`config.mk`:
```
export PLATFORM = sky130hd
export DESIGN_NAME = dump_window_ctrl
export DESIGN_NICKNAME = d
export VERILOG_FILES = /design/src/rtl/dump_window_ctrl.sv
export SDC_FILE = /design/constraint.sdc
export NUM_CORES = 1
export LEC_CHECK = 0
export CORE_ASPECT_RATIO = 1.4
export CORE_UTILIZATION = 24
export CTS_CLUSTER_DIAMETER = 40
export DETAILED_ROUTE_END_ITERATION = 6
export PLACE_DENSITY = 0.49
export SYNTH_ARGS = -nofsm -noshare
export SYNTH_HDL_FRONTEND = slang
export SYNTH_SLANG_ARGS = --single-unit
export TNS_END_PERCENT = 20
```
`constraint.sdc`:
```
create_clock -name clk -period 4.9 [get_ports clk]
set_input_delay 0.98 -clock clk [delete_from_list [all_inputs] [get_ports clk]]
set_output_delay 0.98 -clock clk [all_outputs]
set_load 0.01 [all_outputs]
```
`src/rtl/dump_window_ctrl.sv`:
```
// Frame-counted capture-window controller: one window per channel, opened and closed on vsync frame boundaries.
// Define DUMP_REPEAT_EN to add the per-channel `period` input, which turns closed windows back into waiting ones.
module dump_window_ctrl #(
    parameter int CH       = 2,
    parameter int FW       = 16,
    parameter int SYNC     = 2,
    parameter int ARM_MODE = 0
) (
    input  logic             clk,
    input  logic             rst_n,
    input  logic             vs,
    input  logic             dwnld,
    input  logic [CH*FW-1:0] start_frame,
    input  logic [CH*FW-1:0] win_len,
`ifdef DUMP_REPEAT_EN
    input  logic [CH*FW-1:0] period,
`endif
    output logic [FW-1:0]    frame_cnt,
    output logic             armed,
    output logic [CH-1:0]    dump_on,
    output logic [CH-1:0]    dump_start,
    output logic [CH-1:0]    dump_stop
);

    typedef enum logic [1:0] {S_IDLE, S_WAIT, S_ON, S_DONE} ch_state_t;

    localparam logic [FW-1:0] FRAME_MAX = '1;

    logic [SYNC-1:0] vs_sync;
    logic [SYNC-1:0] dl_sync;
    logic            vs_prev;
    logic            dl_prev;
    logic            arm_done;
    logic            vs_fall;
    logic            dl_fall;
    logic            arm_evt;
    logic            frame_tick;
    logic [FW-1:0]   cnt_next;

    // Input synchronisers plus one extra stage for edge detection
    always_ff @(posedge clk or negedge rst_n) begin
        if (!rst_n) begin
            vs_sync  <= '0;
            dl_sync  <= '0;
            vs_prev  <= 1'b0;
            dl_prev  <= 1'b0;
            arm_done <= 1'b0;
        end else begin
            vs_sync  <= {vs_sync[SYNC-2:0], vs};
            dl_sync  <= {dl_sync[SYNC-2:0], dwnld};
            vs_prev  <= vs_sync[SYNC-1];
            dl_prev  <= dl_sync[SYNC-1];
            arm_done <= 1'b1;
        end
    end

    assign vs_fall = vs_prev & ~vs_sync[SYNC-1];
    assign dl_fall = dl_prev & ~dl_sync[SYNC-1];
    assign arm_evt = (ARM_MODE == 0) ? ~arm_done : dl_fall;

    // An arm in the same cycle swallows the boundary; a saturated counter ignores boundaries entirely
    assign frame_tick = vs_fall & armed & ~arm_evt & (frame_cnt != FRAME_MAX);

    always_comb begin
        cnt_next = frame_cnt;
        if (arm_evt) begin
            cnt_next = '0;
        end else if (frame_tick) begin
            cnt_next = frame_cnt + FW'(1);
        end
    end

    always_ff @(posedge clk or negedge rst_n) begin
        if (!rst_n) begin
            frame_cnt <= '0;
            armed     <= 1'b0;
        end else begin
            frame_cnt <= cnt_next;
            armed     <= armed | arm_evt;
        end
    end

    for (genvar i = 0; i < CH; i++) begin : g_ch
        ch_state_t     state;
        ch_state_t     state_nxt;
        logic [FW-1:0] wcnt;
        logic [FW-1:0] wcnt_nxt;
        logic [FW-1:0] sf;
        logic [FW-1:0] wl;
        logic [FW-1:0] target;
        logic          on_q;
        logic          start_q;
        logic          stop_q;
        logic          start_nxt;
        logic          stop_nxt;

        assign sf = start_frame[i*FW +: FW];
        assign wl = win_len[i*FW +: FW];

`ifdef DUMP_REPEAT_EN
        logic [FW-1:0] ofs;
        logic [FW-1:0] ofs_nxt;
        logic [FW-1:0] per;

        assign per    = period[i*FW +: FW];
        assign target = sf + ofs;
`else
        assign target = sf;
`endif

        always_comb begin
            state_nxt = state;
            wcnt_nxt  = wcnt;
            start_nxt = 1'b0;
            stop_nxt  = 1'b0;
`ifdef DUMP_REPEAT_EN
            ofs_nxt   = ofs;
`endif
            if (arm_evt) begin
                stop_nxt = (state == S_ON);
`ifdef DUMP_REPEAT_EN
                ofs_nxt  = '0;
`endif
                if (sf == '0) begin
                    state_nxt = S_ON;
                    wcnt_nxt  = '0;
                    start_nxt = 1'b1;
                end else begin
                    state_nxt = S_WAIT;
                end
            end else if (frame_tick) begin
                case (state)
                    S_WAIT: begin
                        if (cnt_next == target) begin
                            state_nxt = S_ON;
                            wcnt_nxt  = '0;
                            start_nxt = 1'b1;
                        end
                    end
                    S_ON: begin
                        wcnt_nxt = wcnt + FW'(1);
                        if (wl != '0 && wcnt_nxt == wl) begin
                            stop_nxt  = 1'b1;
                            state_nxt = S_DONE;
`ifdef DUMP_REPEAT_EN
                            // Re-aim one period past the previous target, wrapping at the field width
                            if (per != '0) begin
                                state_nxt = S_WAIT;
                                ofs_nxt   = ofs + per;
                            end
`endif
                        end
                    end
                    default: ;
                endcase
            end
        end

        always_ff @(posedge clk or negedge rst_n) begin
            if (!rst_n) begin
                state   <= S_IDLE;
                wcnt    <= '0;
                on_q    <= 1'b0;
                start_q <= 1'b0;
                stop_q  <= 1'b0;
`ifdef DUMP_REPEAT_EN
                ofs     <= '0;
`endif
            end else begin
                state   <= state_nxt;
                wcnt    <= wcnt_nxt;
                on_q    <= (state_nxt == S_ON);
                start_q <= start_nxt;
                stop_q  <= stop_nxt;
`ifdef DUMP_REPEAT_EN
                ofs     <= ofs_nxt;
`endif
            end
        end

        assign dump_on[i]    = on_q;
        assign dump_start[i] = start_q;
        assign dump_stop[i]  = stop_q;
    end

endmodule

```
==> Word level (Yosys, flattened, before mapping) <==
Cells that the tools add are included.
{ "op_classes": {"n_addsub": 3, "mux": 42, "n_reduce_logical": 10, "eq_ne": 16, "bitwise": 7} }
{ "op_table": {"columns": ["op", "count"], "rows": [
  ["2-to-1 mux 16 bit", 10],
  ["equality test 16 bit", 4],
  ["one-hot mux 16 bit (2 select lines)", 2],
  ["adder 16 x 1 -> 16 bit, second input constant", 3],
  ["logical NOT 16 bit", 2],
  ["nonzero test 16 bit", 2],
  ["2-to-1 mux 2 bit", 10],
  ["2-to-1 mux 1 bit", 18],
  ["!= test 16 bit, second input constant", 1],
  ["equality test 2 bit, second input constant", 4],
  ["one-hot mux 2 bit (2 select lines)", 2],
  ["AND reduction 4 bit", 2],
  ["!= test 3 x 1 -> 1 bit, second input constant", 2],
  ["!= test 3 bit, second input constant", 2],
  ["AND 1 bit", 4],
  ["equality test 2 x 1 -> 1 bit, second input constant", 2],
  ["nonzero test 2 bit", 2],
  ["logical AND 1 bit", 2],
  ["!= test 2 x 1 -> 1 bit, second input constant", 1],
  ["inverter 1 bit", 2],
  ["bitwise OR 1 bit", 1]
]} }
{ "totals": {"inputBits": 68, "register_bits": 63, "output_inout_bits": 23, "word_cells": 93} }

==> Depth between registers and ports, before layout <==
{ "depth": {"ltp_word": 13, "mapped_depth": 13, "depth_no_buf": 11} }

==> Worst setup path before layout <==
No wires, ideal clock.
{ "synth_timing": {"kind": "register to register", "start": "reg frame_cnt[0]", "end": "reg g_ch[0].wcnt[9]", "setup_ns": 0.124, "n_path_buf": 3, "path_stages_with_launch": 14, "t_arrival_ns": 3.537, "setup_slack_ns": 1.240, "cell_sequence": "dfrtp_1 -> ha_1 -> nand3_2 -> nor4_4 -> buf_6 -> o21ai_1 -> a21o_1 -> a221o_1 -> or4_1 -> or4_1 -> buf_2 -> and2_4 -> buf_6 -> a211o_1"} }
{ "synth_between": {"elab_chain_cells": 7} }
{ "synth_rtl": {"columns": ["item", "line", "source"], "rows": [
  ["start, declared", "18", "output logic [FW-1:0] frame_cnt,"],
  ["start signal, assigned", "78", "frame_cnt <= cnt_next;"],
  ["parallel branches: the longest is 6 deep, another holds adder 16 x 1 -> 16 bit", null, null],
  ["AND reduction 4 bit (no source line) (*)", null, null],
  ["end signal, assigned", "171", "wcnt <= wcnt_nxt;"],
  ["end, declared", "86", "logic [FW-1:0] wcnt;"]
]} }
Mark *: on every way between the ends.
A chain may end at the register's enable or synchronous reset.

==> Final worst setup path <==
{ "layout_timing": {"start": "reg frame_cnt[0]", "end": "reg g_ch[0].wcnt[0]"} }
The elaborated chain is that of the path after synthesis.

==> reports/qor.yml <==
clock_network:
  htree_num_levels: 3
  root_buffer: "clkbuf_16"
  cts_setup_buffers: 0
  clock_latency_ns: 0.34
  cts_tree: "done"
  cts-hold-fix-buffers: 0
  cts_buffer_depth: 2
  cts.sinks: 63
  numCtsBuffers: 9
  clkTransAtPathRegs_ns: 0.06
  cts_resized: 0
timing:
  relSlewSlack: 0.355
  fmax_mhz: 231
  fin_crit_ns: 4.33
  setup_ws_ns: 0.573
  finalHoldViolCount: 0
  skew_ns: 0.0104
  final_max_slew_viol_count: 0
  rsz0062_at_grt: "false"
  max_slew.worst_pin.slew_ns: 0.961
  timing.final.crit_share: 0.883
  tns_ns: 0
  setup-violations-final: 0
setup_path:
  reg2reg_from: "frame_cnt[0]$_DFF_PN0_"
  cp.arrival_ns: 4.61
  cp.required_ns: 5.18
  crit_path_frequent_cell: "or4_1"
  worst_setup_path_end_kind: "flip-flop"
  critPathMaxStageDelay_ns: 0.78
  worstSetupStartpointType: "flip-flop"
  critPathTopFamily: "simple AND/OR/NAND/NOR gates"
  crit_fanout: 12
  crit_chain: "ha_1, nand3_2, nor4_4, o21a_1, o21ai_2, a221o_1, or4_1, or4_1, a21oi_2, mux2_2"
  cp-startpoint: "frame_cnt[0]$_DFF_PN0_"
  r2r_slack_ns: 0.57
  critPathKind: "reg -> reg"
  cp_num_buf_inv: 0
  cpMaxStageDelayCell: "or4_1"
hold_path:
  min-delay-path-class: "reg -> reg"
  worstHoldStart: "vs_sync[0]$_DFF_PN0_"
power:
  power_frac_clock: 0.512
  ir_drop_uv: 142
  seqPwrFrac: 0.371
  powerDensity_mw_per_mm2: 199
  pwr-share-comb: 0.117
  p_sw_mw: 0.337
  p_int_mw: 1.08
  p_leak_nw: 2.68
  switching_share: 0.238
grt:
  grt_pass1_wl_um: 30800
  grt.total_usage: 0.171
  grt-ovfl-total: 0
  antenna_found_initial: 0
  grt_pass1_vias: 5677
  grt_max_degree: 48
route:
  drt_wl_total_um: 19600
  drtPass1Iterations: 6
  num_vias: 5727
  antenna_left: 0
  drtIter0Drc: 481
  drc: 0
  vias_per_cell: 5.36
  wl_per_cell_um: 18.4
status:
  status: "completed"
placed_design:
  gp_congestion: 0.969
  dpl_worst_slack_ns: 0.577
  portBuffers: 89
  post-dp-hpwl_um: 15100
yosys:
  yosys_warnings: 0
  syn_area_per_cell_um2: 8.13
  synth_ff_type: "dfrtp_1"
  ys_seq_area_frac: 0.282
  synth_seq_cells: 63
  synth_edf_count: 0
  synth_fp_nets: 762
  syn_area_mm2: 0.00559
  synthArstFlopShare: 1.00
  ys_types: 84
  syn-instance-count: 687
die:
  die_x_um: 131
  row_count: 65
  start_util: 0.246
  io_pins: 91
  die_h_um: 183
  core_area_mm2: 0.0227
  die_area_mm2: 0.0239
layout:
  nets: 837
  antennaDiodeCount: 0
  drive_gt1_frac: 0.0952
  num-fill-cells: 2452
  areaGrowthSynthToFinish_pct: 27.2
job:
  drv_cap: 0
## flip-flops by register name, summed over array words and instances (netlist names)
name,count
g_ch.wcnt,32
frame_cnt,16
g_ch.state,4
g_ch.on_q,2
g_ch.start_q,2
g_ch.stop_q,2
vs_sync,2
arm_done,1
armed,1
vs_prev,1
## cell usage in the layout (no fill, tap or decap), types with 10 or more instances in the layout
| cell type | instances |
|---|---|
| nand4_1 | 16 |
| nand3_1 | 41 |
| o22ai_1 | 11 |
| clkdlybuf4s50_1 | 88 |
| dfrtp_1 | 63 |
| buf_4 | 20 |
| a21oi_1 | 23 |
| nor2_1 | 44 |
| nor4_1 | 29 |
| a211oi_1 | 11 |
| xnor2_1 | 36 |
| xor2_1 | 13 |
| inv_1 | 35 |
| nand2_1 | 59 |
| o21ai_0 | 22 |
| nor3_1 | 24 |
| and3_1 | 12 |
| a2111oi_0 | 10 |
## synthesized netlist by cell type, drive strengths merged, types with 3 or more instances
library cell	number	share of area
a22oi	7	0.0094
a21o	5	0.0067
o21ai	26	0.025
or3	5	0.0056
and4	7	0.011
and2	10	0.012
nand2b	9	0.010
a21oi	25	0.024
nand3	42	0.039
mux2i	5	0.0090
o211ai	6	0.0090
a41oi	3	0.0047
nor4	33	0.045
or4	6	0.0087
nor3	24	0.021
xnor2	36	0.056
o2bb2ai	9	0.014
o22ai	11	0.012
inv	35	0.024
nand2	59	0.040
a31oi	9	0.010
o31ai	7	0.0094
o32ai	3	0.0074
a32o	9	0.016
nand4b	4	0.0074
or2	4	0.0045
a211oi	11	0.015
clkbuf	26	0.017
buf	19	0.023
nor2	45	0.031
nor2b	5	0.0056
a211o	7	0.011
mux2	3	0.0060
ha	7	0.016
nand4	19	0.028
o31a	3	0.0047
o2111ai	6	0.0094
a31o	5	0.0078
nor3b	4	0.0054
xor2	13	0.020
and3	12	0.013
a2111oi	10	0.016
dfrtp	63	0.28
## worst reg2reg max path, delay by kind of cell (launching register included)
kind | cells | cell delay [ns]
mux | 1 | 0.23
flops | 1 | 0.43
fa+ha+maj | 1 | 0.30
simple gates | 4 | 2.13
compound gates | 4 | 1.20
## per-layer routing
metal  vias up  global-route usage  part of all wire
met1      2724               0.200              0.41
met3        45              0.0267             0.046
met2       179               0.297              0.50
li1       2779                   -                 -
met5         -                   0                 0
met4         0              0.0846             0.041
## final cells by class
cell class / instances / area (um2) / share of cell area
inverters: 35 / 131 / 0.0185
well taps: 301 / 377 / 0.0530
repair buffers: 109 / 1040 / 0.146
flip-flops and latches: 63 / 1580 / 0.222
clock buffers: 11 / 253 / 0.0356
clock inverters: 5 / 80.1 / 0.0113
multi-input cells: 544 / 3660 / 0.514
## cells by family (layout without fill, tap and decap cells)
| group | Yosys count | in the layout | share of synthesized area |
|---|---|---|---|
| other | 1 | 1 | 0.000671 |
| AO/OA/AOI/OAI | 182 | 182 | 0.246 |
| multiplexers | 8 | 8 | 0.0150 |
| XOR/XNOR | 49 | 49 | 0.0768 |
| adder cells (fa/ha/maj) | 7 | 7 | 0.0157 |
| AND/OR/NAND/NOR | 297 | 297 | 0.300 |
| flip-flops | 63 | 63 | 0.282 |
| buffers and inverters | 80 | 160 | 0.0636 |
## per-stage QoR
stage	total power [mW]	instances	instance area (um2)	hold slack, ns	util
floorplan	0.596	687	5590	0.331	-
global placement	0.703	1052	6780	0.334	0.299
detailed placement	0.701	1052	6780	0.338	0.299
CTS	1.45	1068	7110	0.352	0.313
global route	1.47	1068	7110	0.364	0.313
finish	1.42	1068	7110	0.347	0.313
## power by group through the flow
stage,registers [mW],clock network [mW],logic [mW]
2_1_floorplan,0.535,0,0.0611
3_3_place_gp,0.535,0,0.167
3_5_place_dp,0.535,0,0.166
4_1_cts,0.526,0.755,0.167
5_1_grt,0.526,0.767,0.180
6_report,0.526,0.725,0.166
## path summary, 6_finish.rpt
check                                              endpoint  cells past startpoint
max in group asynchronous           frame_cnt[11]$_DFF_PN0_                      2
min in group asynchronous       g_ch[0].wcnt[6]$_DFFE_PN0P_                      1
worst max-delay path            g_ch[0].wcnt[0]$_DFFE_PN0P_                     10
worst min register to register         vs_sync[1]$_DFF_PN0_                      0
worst max register to register  g_ch[0].wcnt[0]$_DFFE_PN0P_                     10
worst min-delay path                   vs_sync[1]$_DFF_PN0_                      0
Power figures use the tool's default switching activity.
